$ cat config.mk
export PLATFORM = sky130hd
export DESIGN_NAME = pipe_gap_picker_flat
export DESIGN_NICKNAME = d
export VERILOG_FILES = /design/src/rtl/pipe_pkg.sv /design/src/rtl/pipe_gap_picker_if.sv /design/src/rtl/gap_fifo.sv /design/src/rtl/pipe_gap_picker.sv /design/src/flat_wrapper.sv
export SDC_FILE = /design/constraint.sdc
export NUM_CORES = 1
export LEC_CHECK = 0
export CORE_MARGIN = 4
export CORE_UTILIZATION = 55
export DETAILED_ROUTE_END_ITERATION = 7
export GPL_ROUTABILITY_DRIVEN = 1
export GPL_TIMING_DRIVEN = 0
export PLACE_DENSITY_LB_ADDON = 0.25
export SLEW_MARGIN = 10
export SYNTH_ARGS = -nofsm -noshare
export SYNTH_HDL_FRONTEND = slang
export SYNTH_SLANG_ARGS = --single-unit
$ cat constraint.sdc
create_clock -name clock -period 6.51 [get_ports clock]
set_clock_uncertainty 0.05 [all_clocks]
set_input_delay 1.302 -clock clock [delete_from_list [all_inputs] [get_ports clock]]
set_output_delay 1.302 -clock clock [all_outputs]
set_load 0.02 [all_outputs]
$ cat src/rtl/pipe_pkg.sv
// Shared types and defaults for the pipe gap picker: FSM state encoding,
// gap geometry constants and the gap word type.
package pipe_pkg;

  localparam int RND_W_DEF      = 13;
  localparam int OUT_W_DEF      = 10;
  localparam int GAP_MIN_DEF    = 80;
  localparam int GAP_RANGE_DEF  = 240;
  localparam int FIFO_DEPTH_DEF = 4;
  localparam int MAX_DELTA_DEF  = 60;

  typedef logic [OUT_W_DEF-1:0] gap_t;

  typedef enum logic [1:0] {
    IDLE   = 2'd0,
    REDUCE = 2'd1,
    PUSH   = 2'd2
  } state_t;

endpackage

$ cat src/rtl/pipe_gap_picker_if.sv
// Gap-position stream from the picker to the pipe/scroll logic.
//
// Handshake: a transfer happens on a rising clock edge where gap_valid and
// gap_ready are both 1. While gap_valid=1 and gap_ready=0, gap_y is held
// stable. gap_ready with gap_valid=0 has no effect.
interface pipe_gap_picker_if #(
  parameter int OUT_W = 10
);
  logic             gap_valid;
  logic             gap_ready;
  logic [OUT_W-1:0] gap_y;

  modport master (output gap_valid, output gap_y, input gap_ready);
  modport slave  (input gap_valid, input gap_y, output gap_ready);
endinterface

$ cat src/rtl/gap_fifo.sv
// Small synchronous FIFO for gap entries. The head entry is kept in a
// register so the consumer sees a flop output.
module gap_fifo #(
  parameter int W     = 10,
  parameter int DEPTH = 4
) (
  input  logic                     clock,
  input  logic                     reset,
  input  logic                     push,
  input  logic [W-1:0]             push_data,
  input  logic                     pop,
  input  logic                     flush,
  output logic [W-1:0]             data,
  output logic                     valid,
  output logic [$clog2(DEPTH):0]   level
);

  localparam int AW = $clog2(DEPTH);
  localparam int LW = AW + 1;
  localparam logic [LW-1:0] FULL_LVL = LW'(DEPTH);

  logic [W-1:0]  mem [DEPTH];
  logic [AW-1:0] rd_ptr;
  logic [AW-1:0] wr_ptr;
  logic [AW-1:0] rd_nxt;
  logic [LW-1:0] level_nxt;
  logic          do_pop;
  logic          do_push;

  assign valid     = (level != '0);
  assign do_pop    = pop && valid && !flush;
  assign do_push   = push && !flush && ((level != FULL_LVL) || do_pop);
  assign rd_nxt    = rd_ptr + AW'(do_pop);
  assign level_nxt = level + LW'(do_push) - LW'(do_pop);

  always_ff @(posedge clock) begin
    if (do_push) begin
      mem[wr_ptr] <= push_data;
    end
  end

  always_ff @(posedge clock or negedge reset) begin
    if (!reset) begin
      rd_ptr <= '0;
      wr_ptr <= '0;
      level  <= '0;
      data   <= '0;
    end else if (flush) begin
      rd_ptr <= '0;
      wr_ptr <= '0;
      level  <= '0;
    end else begin
      if (do_push) begin
        wr_ptr <= wr_ptr + AW'(1);
      end
      rd_ptr <= rd_nxt;
      level  <= level_nxt;
      // A push landing in the new head slot bypasses the array write.
      if (level_nxt != '0) begin
        if (do_push && (wr_ptr == rd_nxt)) begin
          data <= push_data;
        end else begin
          data <= mem[rd_nxt];
        end
      end
    end
  end

endmodule

$ cat src/rtl/pipe_gap_picker.sv
// Samples the LFSR stream, reduces it modulo GAP_RANGE by repeated
// subtraction and queues GAP_MIN-offset gap positions. Optional step
// clamping between consecutive gaps is enabled by GAP_DELTA_LIMIT_EN.
module pipe_gap_picker
  import pipe_pkg::*;
#(
  parameter int RND_W      = RND_W_DEF,
  parameter int OUT_W      = OUT_W_DEF,
  parameter int GAP_MIN    = GAP_MIN_DEF,
  parameter int GAP_RANGE  = GAP_RANGE_DEF,
  parameter int FIFO_DEPTH = FIFO_DEPTH_DEF
`ifdef GAP_DELTA_LIMIT_EN
  , parameter int MAX_DELTA = MAX_DELTA_DEF
`endif
) (
  input  logic                        clock,
  input  logic                        reset,
  input  logic [RND_W-1:0]            rnd,
  input  logic                        flush,
  pipe_gap_picker_if.master           gap,
  output logic                        busy,
  output logic [$clog2(FIFO_DEPTH):0] level,
  output state_t                      dbg_state,
  output logic [RND_W-1:0]            dbg_acc
);

  localparam int LW = $clog2(FIFO_DEPTH) + 1;
  localparam logic [LW-1:0]    FULL_LVL = LW'(FIFO_DEPTH);
  localparam logic [RND_W-1:0] RANGE_R  = RND_W'(GAP_RANGE);
  localparam logic [OUT_W-1:0] MIN_O    = OUT_W'(GAP_MIN);

  state_t           state;
  logic [RND_W-1:0] acc;
  logic             push;
  logic [OUT_W-1:0] raw_gap;
  logic [OUT_W-1:0] wr_val;

  assign dbg_state = state;
  assign dbg_acc   = acc;
  assign push      = (state == PUSH) && !flush;
  // acc is below GAP_RANGE in PUSH, so the truncation keeps every set bit.
  assign raw_gap   = MIN_O + OUT_W'(acc);

  always_ff @(posedge clock or negedge reset) begin
    if (!reset) begin
      state <= IDLE;
      acc   <= '0;
      busy  <= 1'b0;
    end else if (flush) begin
      state <= IDLE;
      acc   <= '0;
      busy  <= 1'b0;
    end else begin
      case (state)
        IDLE: begin
          if (level < FULL_LVL) begin
            acc   <= rnd;
            state <= REDUCE;
            busy  <= 1'b1;
          end
        end
        REDUCE: begin
          if (acc >= RANGE_R) begin
            acc <= acc - RANGE_R;
          end else begin
            state <= PUSH;
          end
        end
        PUSH: begin
          state <= IDLE;
          busy  <= 1'b0;
        end
        default: begin
          state <= IDLE;
          busy  <= 1'b0;
        end
      endcase
    end
  end

`ifdef GAP_DELTA_LIMIT_EN
  localparam logic [OUT_W:0] MIN_X   = (OUT_W+1)'(GAP_MIN);
  localparam logic [OUT_W:0] MAX_X   = (OUT_W+1)'(GAP_MIN + GAP_RANGE - 1);
  localparam logic [OUT_W:0] DELTA_X = (OUT_W+1)'(MAX_DELTA);

  logic [OUT_W-1:0] last_gap;
  logic             have_last;
  logic [OUT_W:0]   last_x;
  logic [OUT_W:0]   cand_x;
  logic [OUT_W:0]   lo_x;
  logic [OUT_W:0]   hi_x;

  // Window is computed one bit wider so last_gap +/- MAX_DELTA cannot wrap.
  always_comb begin
    last_x = {1'b0, last_gap};
    cand_x = {1'b0, raw_gap};
    lo_x   = (last_x >= MIN_X + DELTA_X) ? (last_x - DELTA_X) : MIN_X;
    hi_x   = (last_x + DELTA_X <= MAX_X) ? (last_x + DELTA_X) : MAX_X;
    wr_val = raw_gap;
    if (have_last) begin
      if (cand_x < lo_x) begin
        wr_val = OUT_W'(lo_x);
      end else if (cand_x > hi_x) begin
        wr_val = OUT_W'(hi_x);
      end
    end
  end

  always_ff @(posedge clock or negedge reset) begin
    if (!reset) begin
      last_gap  <= '0;
      have_last <= 1'b0;
    end else if (flush) begin
      last_gap  <= '0;
      have_last <= 1'b0;
    end else if (push) begin
      last_gap  <= wr_val;
      have_last <= 1'b1;
    end
  end
`else
  assign wr_val = raw_gap;
`endif

  gap_fifo #(
    .W     (OUT_W),
    .DEPTH (FIFO_DEPTH)
  ) u_fifo (
    .clock     (clock),
    .reset     (reset),
    .push      (push),
    .push_data (wr_val),
    .pop       (gap.gap_ready),
    .flush     (flush),
    .data      (gap.gap_y),
    .valid     (gap.gap_valid),
    .level     (level)
  );

endmodule
$ cat src/flat_wrapper.sv
// flat-port wrapper written by rule: the top's interface ports become plain ports
module pipe_gap_picker_flat import pipe_pkg::*;
#(
  parameter int RND_W      = RND_W_DEF,
  parameter int OUT_W      = OUT_W_DEF,
  parameter int GAP_MIN    = GAP_MIN_DEF,
  parameter int GAP_RANGE  = GAP_RANGE_DEF,
  parameter int FIFO_DEPTH = FIFO_DEPTH_DEF

)
  (clock, reset, rnd, flush, busy, level, dbg_state, dbg_acc, gap_gap_valid, gap_gap_y, gap_gap_ready);
  pipe_gap_picker_if #(.OUT_W(OUT_W)) gap_i ();
  input  logic clock;
  input  logic reset;
  input  logic [RND_W-1:0] rnd;
  input  logic flush;
  output logic busy;
  output logic [$clog2(FIFO_DEPTH):0] level;
  output state_t dbg_state;
  output logic [RND_W-1:0] dbg_acc;
  output wire logic [$bits(gap_i.gap_valid)-1:0] gap_gap_valid;
  output wire logic [$bits(gap_i.gap_y)-1:0] gap_gap_y;
  input wire logic [$bits(gap_i.gap_ready)-1:0] gap_gap_ready;
  assign gap_gap_valid = gap_i.gap_valid;
  assign gap_gap_y = gap_i.gap_y;
  assign gap_i.gap_ready = gap_gap_ready;
  pipe_gap_picker #(.RND_W(RND_W), .OUT_W(OUT_W), .GAP_MIN(GAP_MIN), .GAP_RANGE(GAP_RANGE), .FIFO_DEPTH(FIFO_DEPTH)) u_core (.clock(clock), .reset(reset), .rnd(rnd), .flush(flush), .gap(gap_i), .busy(busy), .level(level), .dbg_state(dbg_state), .dbg_acc(dbg_acc));
endmodule
==> After elaboration in Yosys (flattened, before gate mapping) <==
Memory sizes are Yosys's and may differ from the RTL's. A register that Yosys moved wholly into a read port is not among the register bits.
Index checks and enable logic that the tools add are counted.
{ "word_totals": {"regBits": 23, "ramBits": 40, "in_bits": 17, "output_inout_bits": 30, "elab_cells": 57, "mem_count": 1} }
{ "op_classes": {"n_addsub": 6, "n_lt_le_gt_ge": 2, "eq_ne": 7, "mux": 17, "n_bitwise": 1, "n_reduce_logical": 17} }
{ "mem_list": {"columns": ["memory", "depth", "width", "read_ports", "rd_clocked_by_memory_dff", "write_ports", "line", "text"], "rows": [
  ["u_core.u_fifo.mem", 4, 10, 1, 1, 1, "gap_fifo.sv:22", "logic [W-1:0] mem [DEPTH];"]
]} }
{ "ops": {"columns": ["op", "count"], "rows": [
  ["$mux W13", 3],
  ["$pmux W13 S2", 1],
  ["$ge A13 B8 Y1 const B", 1],
  ["$sub A13 B8 Y13 const B", 1],
  ["$mux W2", 6],
  ["$add A7 B10 Y10 const A", 1],
  ["$reduce_bool A3 Y1", 3],
  ["$ne A3 B2 Y1 const B", 2],
  ["$ne A3 B3 Y1 const B", 2],
  ["$reduce_and A2 Y1", 3],
  ["$logic_and A1 B1 Y1", 5],
  ["$mux W1", 4],
  ["$pmux W2 S2", 1],
  ["$add A3 B1 Y3", 1],
  ["$lt A3 B3 Y1 const B", 1],
  ["$mux W3", 1],
  ["$reduce_and A3 Y1", 1],
  ["$sub A3 B1 Y3", 1],
  ["$add A2 B1 Y2", 1],
  ["$add A2 B1 Y2 const B", 1],
  ["$eq A2 B1 Y1 const B", 1],
  ["$eq A2 B2 Y1 const B", 1],
  ["$logic_not A1 Y1", 2],
  ["$logic_not A2 Y1", 1],
  ["other kinds (5)", 5]
]} }

==> Depth between registers and ports, before layout <==
Gate-level depths: netlist of the first run.
{ "depth": {"word_depth": 9, "mapped_depth": 14, "mapped_depth_nobuf": 13} }

==> Hierarchy <==
A second synthesis of the first run with hierarchy kept.
{ "hier_totals": {"hier_cells": 258, "hier_area_um2": 3414.5} }
{ "by_module_without_submodules": {"columns": ["module", "instances", "cells_each", "area_per_inst_um2", "seq_area_each_um2"], "rows": [
  ["gap_fifo", 1, 144, 2412.3, 1626.6],
  ["pipe_gap_picker", 1, 114, 1002.2, 400.4]
]} }

==> Least setup slack after synthesis of the first run <==
No wires, ideal clock.
{ "synth_path": {"path_type": "input-to-reg", "startpoint": "in flush", "endpoint": "reg u_core.u_fifo.data[6] (read register of u_core.u_fifo.mem)", "setup_ns": 0.077, "t_arrival_ns": 3.720, "required_ns": 6.383, "setup_slack_ns": 2.663, "cell_stages": 14, "path_buffers": 2, "cell_sequence": "buf_2 nor4b_4 inv_1 ha_1 inv_1 ha_1 inv_1 fa_1 xor2_1 xnor2_1 a31oi_1 clkbuf_1 nor2_1 a21oi_1"} }
{ "synth_via": {"elab_chain_cells": 8, "word_cells_on_any_way": 12, "cone_classes": "add/sub: 3; bitwise: 1; reduce/logical: 8"} }
{ "synth_rtl": {"columns": ["element", "line", "text"], "rows": [
  ["start, declared", "flat_wrapper.sv:16", "input logic flush;"],
  ["$logic_not A1 Y1", "gap_fifo.sv:31, gap_fifo.sv:32, pipe_gap_picker.sv:40", null],
  ["$logic_and A1 B1 Y1 (on tied branches)", "pipe_gap_picker.sv:40, gap_fifo.sv:31", null],
  ["$logic_and A1 B1 Y1 / $logic_or A1 B1 Y1 (equally long branches)", "gap_fifo.sv:32", "assign do_push = push && !flush && ((level != FULL_LVL) || do_pop);"],
  ["$logic_and A1 B1 Y1", "gap_fifo.sv:32", null],
  ["$add A3 B1 Y3", "gap_fifo.sv:34", "assign level_nxt = level + LW'(do_push) - LW'(do_pop);"],
  ["$sub A3 B1 Y3", "gap_fifo.sv:34", null],
  ["$reduce_bool A3 Y1", "gap_fifo.sv:59", "if (level_nxt != '0) begin"],
  ["$reduce_and A2 Y1 (no line)", null, null],
  ["end, declared", "gap_fifo.sv:13", "output logic [W-1:0] data,"]
]} }
Parallel ways exist; a longest one is shown, timed or not.
A chain may end at the register's enable or synchronous reset.

==> Worst setup path in the final report of the first run <==
{ "layout_path": {"startpoint": "in gap_gap_ready", "endpoint": "reg u_core.u_fifo.data[3] (read register of u_core.u_fifo.mem)"} }
{ "layout_via": {"elab_chain_cells": 8, "word_cells_on_any_way": 9, "cone_classes": "add/sub: 3; reduce/logical: 6"} }
{ "layout_rtl": {"columns": ["element", "line", "text"], "rows": [
  ["start, declared", "flat_wrapper.sv:23", "input wire logic [$bits(gap_i.gap_ready)-1:0] gap_gap_ready;"],
  ["$logic_and A1 B1 Y1 * (2 in series)", "gap_fifo.sv:31", "assign do_pop = pop && valid && !flush;"],
  ["$logic_or A1 B1 Y1", "gap_fifo.sv:32", null],
  ["$logic_and A1 B1 Y1", "gap_fifo.sv:32", null],
  ["$add A3 B1 Y3", "gap_fifo.sv:34", null],
  ["$sub A3 B1 Y3", "gap_fifo.sv:34", null],
  ["$reduce_bool A3 Y1", "gap_fifo.sv:59", null],
  ["$reduce_and A2 Y1 (no line)", null, null]
]} }
Every way passes the cells marked *; elsewhere a longest branch is shown, timed or not.

==> results of run 1 <==
==> metrics by stage <==
step	utilization, %	cell area, um2	std cells	total power, mW	worst slack, ns
2_1_floorplan	-	3390	250	1.17	2.66
3_3_place_gp	66.1	3940	370	1.44	1.87
3_5_place_dp	66.0	3930	370	1.45	1.80
4_1_cts	69.2	4120	386	1.79	2.15
5_1_grt	69.2	4120	386	1.88	1.85
6_report	69.2	4120	386	1.77	2.17
==> cells in the final DEF, fill, tap and decap left out, types with 2 or more instances in the layout <==
master and count:
a31oi_1 2, buf_6 2, inv_1 7, xor2_1 3
xnor2_1 6, mux4_2 10, clkinv_1 3, clkbuf_8 13
and2_1 5, o21ai_2 2, ha_1 8, clkbuf_1 6
a21oi_1 20, nand2_1 4, edfxtp_1 40, buf_2 3
buf_4 5, nor2_1 27, o21ai_0 2, nand3_1 4
o21ai_1 9, clkdlybuf4s50_1 44, mux2i_1 15, dfrtp_1 33
and3_1 3, nor3_1 6, o31ai_1 3
==> worst max-delay path: stages <==
cell             delay [ns]
clkdlybuf4s50_1        0.49
nor4b_2                0.06
nor4b_4                0.44
inv_1                  0.09
ha_1                   0.28
inv_1                  0.05
ha_1                   0.13
inv_1                  0.04
fa_1                   0.37
xor2_1                 0.16
xnor2_1                0.15
a31oi_1                0.30
clkbuf_1               0.44
nor2_1                 0.09
a21oi_1                0.15
==> final cells by class <==
cell class | instances | area [um2]
well taps | 75 | 93.8
fillers | 446 | 1830
inverters | 9 | 33.8
clock buffers | 13 | 179
flip-flops and latches | 73 | 2030
plain buffers | 16 | 96.3
multi-input cells | 152 | 1240
repair buffers | 45 | 445
clock inverters | 3 | 12.5
==> metal layers <==
metal / GRT usage [%] / vias to the layer above / wire length, um
met5: 0 / - / 0
met4: 9.21 / 0 / 125
met3: 3.71 / 10 / 283
met2: 29.3 / 59 / 3000
met1: 26.2 / 1055 / 3070
li1: - / 1025 / -
==> Yosys cell counts (3+ instances only) <==
cell,instances
o21ai_1,9
clkbuf_1,6
dfrtp_1,33
xnor2_1,6
buf_4,5
xor2_1,3
a21oi_1,20
nor3_1,6
mux4_2,10
edfxtp_1,40
ha_1,8
and2_1,5
and3_1,3
inv_1,7
mux2i_1,15
nand2_1,4
nor2_1,27
o31ai_1,3
nand3_1,4
==> worst paths after layout <==
path	from	slack [ns]	to	cells after the start
min in group asynchronous	reset	0.99	u_core.u_fifo.data[1]$_DFFE_PN0P_	1
setup reg to reg	u_core.u_fifo.level[2]$_DFF_PN0_	3.03	u_core.u_fifo.data[3]$_DFFE_PN0P_	14
setup / recovery	gap_gap_ready	2.17	u_core.u_fifo.data[3]$_DFFE_PN0P_	15
hold / removal	u_core.u_fifo.data[1]$_DFFE_PN0P_	0.48	u_core.u_fifo.data[1]$_DFFE_PN0P_	2
max in group asynchronous	reset	4.92	u_core.busy$_DFFE_PN0P_	1
hold reg to reg	u_core.u_fifo.data[1]$_DFFE_PN0P_	0.48	u_core.u_fifo.data[1]$_DFFE_PN0P_	2
==> cells by family after synthesis <==
group	Yosys count
DFF	73
and+or+nand+nor	65
AOI/OAI and AO/OA	44
buffers and inverters	25
muxes	25
xor gates and xnor gates	9
adders and majority gates	9
==> state kept, by name, indices dropped and copies added, names as in the netlist <==
| register | cells |
|---|---|
| u_core.u_fifo.mem | 40 |
| u_core.dbg_acc | 13 |
| u_core.u_fifo.data | 10 |
| u_core.u_fifo.level | 3 |
| u_core.dbg_state | 2 |
| u_core.u_fifo.rd_ptr | 2 |
| u_core.u_fifo.wr_ptr | 2 |
| u_core.busy | 1 |
==> where the power goes <==
| part | total, mW | internal [mW] | switching (mW) |
|---|---|---|---|
| Clock | 0.333 | 0.177 | 0.156 |
| Combinational | 0.753 | 0.342 | 0.410 |
| Sequential | 0.689 | 0.606 | 0.0830 |
==> impl_metrics.py, run 1 <==
metrics = {
    "routing": {
        "drtIter0Drc": 120,
        "drt-total-wl_um": 6490,
        "dr.pass1.iters": 4,
        "drc": 0,
        "num_vias": 2149,
        "viasPerCell": 5.57,
        "ant_nets": 0,
        "wire_per_inst_um": 16.8,
    },
    "logic_synthesis": {
        "async_reset_ff_share_pct": 45.2,
        "synth.area.top_cells": "edfxtp_1 35%, dfrtp_1 24%, mux4_2 6.6%",
        "netlist_area_mm2": 0.00339,
        "ys_seq_area_share_pct": 59.7,
        "synth_edf_count": 40,
        "synth_top_family_by_area": "simple AND/OR/NAND/NOR gates",
        "ys_types": 50,
        "yosys.area_share.simple_pct": 11.3,
        "ys_ff_latch": 73,
        "synth.mux.area_fraction_pct": 11.1,
        "synth_top_cell_by_area": "edfxtp_1",
        "yosysTopAreaCellShare_pct": 35.4,
        "synth-xor-area-share_pct": 2.32,
        "synth_fa_ha_area_share_pct": 3.54,
        "avgSynthCellArea_um2": 13.6,
        "yosys_warnings": 0,
        "synth_cells": 250,
        "synth_flop_cell": "edfxtp_1",
        "synth_compound_area_share_pct": 8.22,
        "synth_nets": 276,
    },
    "grt": {
        "grt-ovfl-total": 0,
        "antenna_found_initial": 0,
        "gr-usage-all-layers_pct": 19.1,
        "grt_pass1_vias": 2157,
        "grt_start_max_net_pins": 34,
        "grt_first_pass_wirelength_um": 10800,
    },
    "cts": {
        "cts-root-buf": "clkbuf_8",
        "numCtsBuffers": 9,
        "path_clk_slew_ns": 0.07,
        "cts_sinks": 73,
        "cts.htree.levels": 3,
        "clk_latency_ns": 0.34,
        "cts_tree": "built",
        "postCtsSetupBuffers": 0,
        "clk_path_buf_depth": 2,
        "cts_resized": 0,
        "cts_hold_buf": 0,
    },
    "die": {
        "die_area_mm2": 0.00749,
        "chipHeight_um": 86.5,
        "rows": 28,
        "die_w_um": 86.5,
        "core_mm2": 0.00596,
        "start_util_pct": 57.0,
        "io_pins": 47,
    },
    "sta": {
        "drv_slew": 0,
        "final_hold_viol_count": 0,
        "min_period_over_period_pct": 66.6,
        "period_needed_ns": 4.34,
        "fin_hold_ws_ns": 0.481,
        "relSlewSlack_pct": 45.2,
        "setup_viol": 0,
        "fmax_mhz": 231,
        "rsz0062_at_grt": "false",
        "tns_ns": 0,
        "tightest_slew_ns": 0.816,
    },
    "run_status": {
        "status": "finished clean",
    },
    "worst_setup_path": {
        "cp-start-kind": "input port",
        "critPathRequiredTime_ns": 6.72,
        "crit_type": "in -> reg",
        "cp_max_fo": 10,
        "end_kind": "flop",
        "critPathArrivalTime_ns": 4.55,
    },
    "place": {
        "hpwl_um": 4400,
        "io_buffers": 45,
        "gp_congestion": 0.808,
    },
    "cells_and_area": {
        "antenna_cells": 0,
        "nNetsFinal": 332,
        "areaGrowthSynthToFinish_pct": 21.5,
        "drive_above_1_share_pct": 15.4,
    },
    "job": {
        "max-cap-violations": 0,
    },
    "hold_path": {
        "hold_class": "reg -> reg",
    },
    "power": {
        "pwr_density_cell_mw_per_mm2": 430,
        "p_leak_nw": 1.64,
        "peakVddDrop_mv": 0.247,
    },
}
(Power assumes the default switching activity.)
==> run 2, diff against run 1 <==
CORE_UTILIZATION = 54   (was 55)
clock period = 4.5 ns   (was 6.51 ns; I/O delays follow)
==> run 2 against run 1 <==
  * Worst setup slack worse by 1.6 ns
  * Die area up 1.7%
  * Hold slack worse by 0.0060 ns
  * Combinational power up 45%
  * Sequential power up 44%
  * Register-to-register slack worse by 2.0 ns
  * Count of clock-buffer cells in the layout down 1
  * Clock power up 44%
  * Via count down 0.60%
  * Sequential share of layout area up 0.15 points
  * Sequential cell count unchanged
  * Core utilization down 1.0 points
  * Critical endpoint is now u_core.u_fifo.data[4]$_DFFE_PN0P_
  * Largest power group unchanged
==> impl_metrics.py, run 2 (synthesized netlist as in run 1, its figures left out) <==
metrics = {
    "power": {
        "total_power_mw": 2.56,
        "peakVddDrop_mv": 0.334,
        "pwr_density_cell_mw_per_mm2": 624,
        "p_leak_nw": 1.64,
    },
    "cts": {
        "cts_tree": "built",
        "numCtsBuffers": 9,
        "cts_hold_buf": 0,
        "cts_sinks": 73,
        "path_clk_slew_ns": 0.07,
        "cts.htree.levels": 3,
        "cts_resized": 0,
        "clk_path_buf_depth": 2,
        "clk_latency_ns": 0.34,
        "cts-root-buf": "clkbuf_8",
        "postCtsSetupBuffers": 0,
    },
    "place": {
        "io_buffers": 45,
        "gp_congestion": 0.839,
        "hpwl_um": 4450,
    },
    "worst_setup_path": {
        "end_kind": "flop",
        "critPathRequiredTime_ns": 4.71,
        "crit_type": "in -> reg",
        "crit_path_frequent_cell": "inv_1",
        "path_cells": "clkdlybuf4s50_1 -> nor4b_2 -> nor4b_4 -> inv_1 -> ha_1 -> inv_1 -> ha_1 -> inv_1 -> fa_1 -> xor2_1 -> xnor2_1 -> a31oi_1 -> clkbuf_1 -> nor2_1 -> a21oi_1",
        "slowest_delay_ns": 0.50,
        "critPathArrivalTime_ns": 4.17,
        "cp_num_buf_inv": 5,
        "cp_max_fo": 10,
        "cpMaxStageDelayCell": "clkdlybuf4s50_1",
        "cp-start-kind": "input port",
        "cpLargestDelayFamily": "buffers and inverters",
    },
    "cells_and_area": {
        "multi_input_area_mm2": 0.00124,
        "seqCellArea_mm2": 0.00203,
        "largest_register_ffs": 40,
        "areaGrowthSynthToFinish_pct": 21.2,
        "antenna_cells": 0,
        "nNetsFinal": 332,
        "nFillCells": 436,
        "top_register": "u_core.u_fifo.mem",
        "drive_above_1_share_pct": 14.8,
        "final_cell_mix": "44 x clkdlybuf4s50_1, 40 x edfxtp_1, 33 x dfrtp_1, 27 x nor2_1, 20 x a21oi_1",
        "mostFrequentLayoutCell": "clkdlybuf4s50_1",
    },
    "die": {
        "chipHeight_um": 87.3,
        "core_mm2": 0.00603,
        "io_pins": 47,
        "die_area_mm2": 0.00762,
        "rows": 28,
        "die_w_um": 87.3,
        "start_util_pct": 56.3,
    },
    "sta": {
        "relSlewSlack_pct": 40.5,
        "tightest_slew_ns": 0.886,
        "drv_slew": 0,
        "fmax_mhz": 253,
        "period_needed_ns": 3.96,
        "rsz0062_at_grt": "false",
        "final_hold_viol_count": 0,
        "setup_viol": 0,
        "min_period_over_period_pct": 88.0,
        "tns_ns": 0,
    },
    "hold_path": {
        "hold_class": "reg -> reg",
    },
    "grt": {
        "gr-usage-all-layers_pct": 19.4,
        "grt-ovfl-total": 0,
        "antenna_found_initial": 0,
        "grt_first_pass_wirelength_um": 10800,
        "grt_pass1_vias": 2156,
        "grt_start_max_net_pins": 34,
    },
    "routing": {
        "dr.pass1.iters": 4,
        "viasPerCell": 5.53,
        "num_vias": 2136,
        "drtIter0Drc": 140,
        "drc": 0,
        "ant_nets": 0,
        "drt-total-wl_um": 6650,
        "wire_per_inst_um": 17.2,
    },
    "run_status": {
        "status": "finished clean",
    },
    "job": {
        "max-cap-violations": 0,
    },
}
run 2: cell count changes in the layout (fill, tap and decap cells not counted):
cell       change
clkbuf_8       -4
clkbuf_1       +3
bufinv_16      +1
clkinv_1       -1
clkinv_2       +1
run 2: area by class of cell:
| cell class | instances | area share [%] |
|---|---|---|
| timing repair buffer | 45 | 10.8 |
| multi-input combinational | 152 | 30.1 |
| clock buffer | 12 | 3.29 |
| inverter | 9 | 0.822 |
| buffer | 16 | 2.34 |
| tap | 75 | 2.28 |
| sequential | 73 | 49.3 |
| clock inverter | 4 | 1.07 |
run 2: stage by stage:
step                cell area, um2  setup WS [ns]  utilization, %  cells  hold WS [ns]
floorplan                     3390           1.05               -    250         0.487
global placement              3940          0.234            65.3    370         0.457
detailed placement            3930          0.176            65.3    370         0.467
CTS                           4110          0.524            68.2    386         0.484
global route                  4110          0.198            68.2    386         0.508
finish                        4110          0.542            68.2    386         0.475
run 2: where the power goes:
part	internal (mW)	switching (mW)	leakage [nW]	total (mW)
combinational	0.495	0.595	0.765	1.09
clock	0.253	0.227	0.0918	0.480
sequential	0.877	0.118	0.778	0.995
total	1.63	0.939	1.64	2.56
run 2: layer usage:
layer / up-vias / wire length, um / global-route usage, %
met5: - / 0 / 0
met4: 0 / 129 / 7.95
met3: 14 / 419 / 5.58
met2: 71 / 3170 / 29.1
met1: 1031 / 2930 / 26.6
li1: 1020 / - / -
run 2: path summary, 6_finish.rpt:
| check | from | end | slack, ns | depth (start not counted) |
|---|---|---|---|---|
| max | gap_gap_ready | u_core.u_fifo.data[4]$_DFFE_PN0P_ | 0.54 | 15 |
| min | u_core.u_fifo.data[1]$_DFFE_PN0P_ | u_core.u_fifo.data[1]$_DFFE_PN0P_ | 0.47 | 2 |
| max reg2reg | u_core.u_fifo.level[2]$_DFF_PN0_ | u_core.u_fifo.data[4]$_DFFE_PN0P_ | 1.01 | 14 |
| min reg2reg | u_core.u_fifo.data[1]$_DFFE_PN0P_ | u_core.u_fifo.data[1]$_DFFE_PN0P_ | 0.47 | 2 |
| max in group asynchronous | reset | u_core.u_fifo.wr_ptr[1]$_DFFE_PN0P_ | 3.29 | 1 |
| min in group asynchronous | reset | u_core.dbg_acc[1]$_DFFE_PN0P_ | 0.59 | 1 |
run 2: worst min-delay path: cells and delay by family, from the launching register on:
family           cells  cell delay, ns
flip-flops           1            0.34
AND/OR/NAND/NOR      1            0.05
AO/OA/AOI/OAI        1            0.10
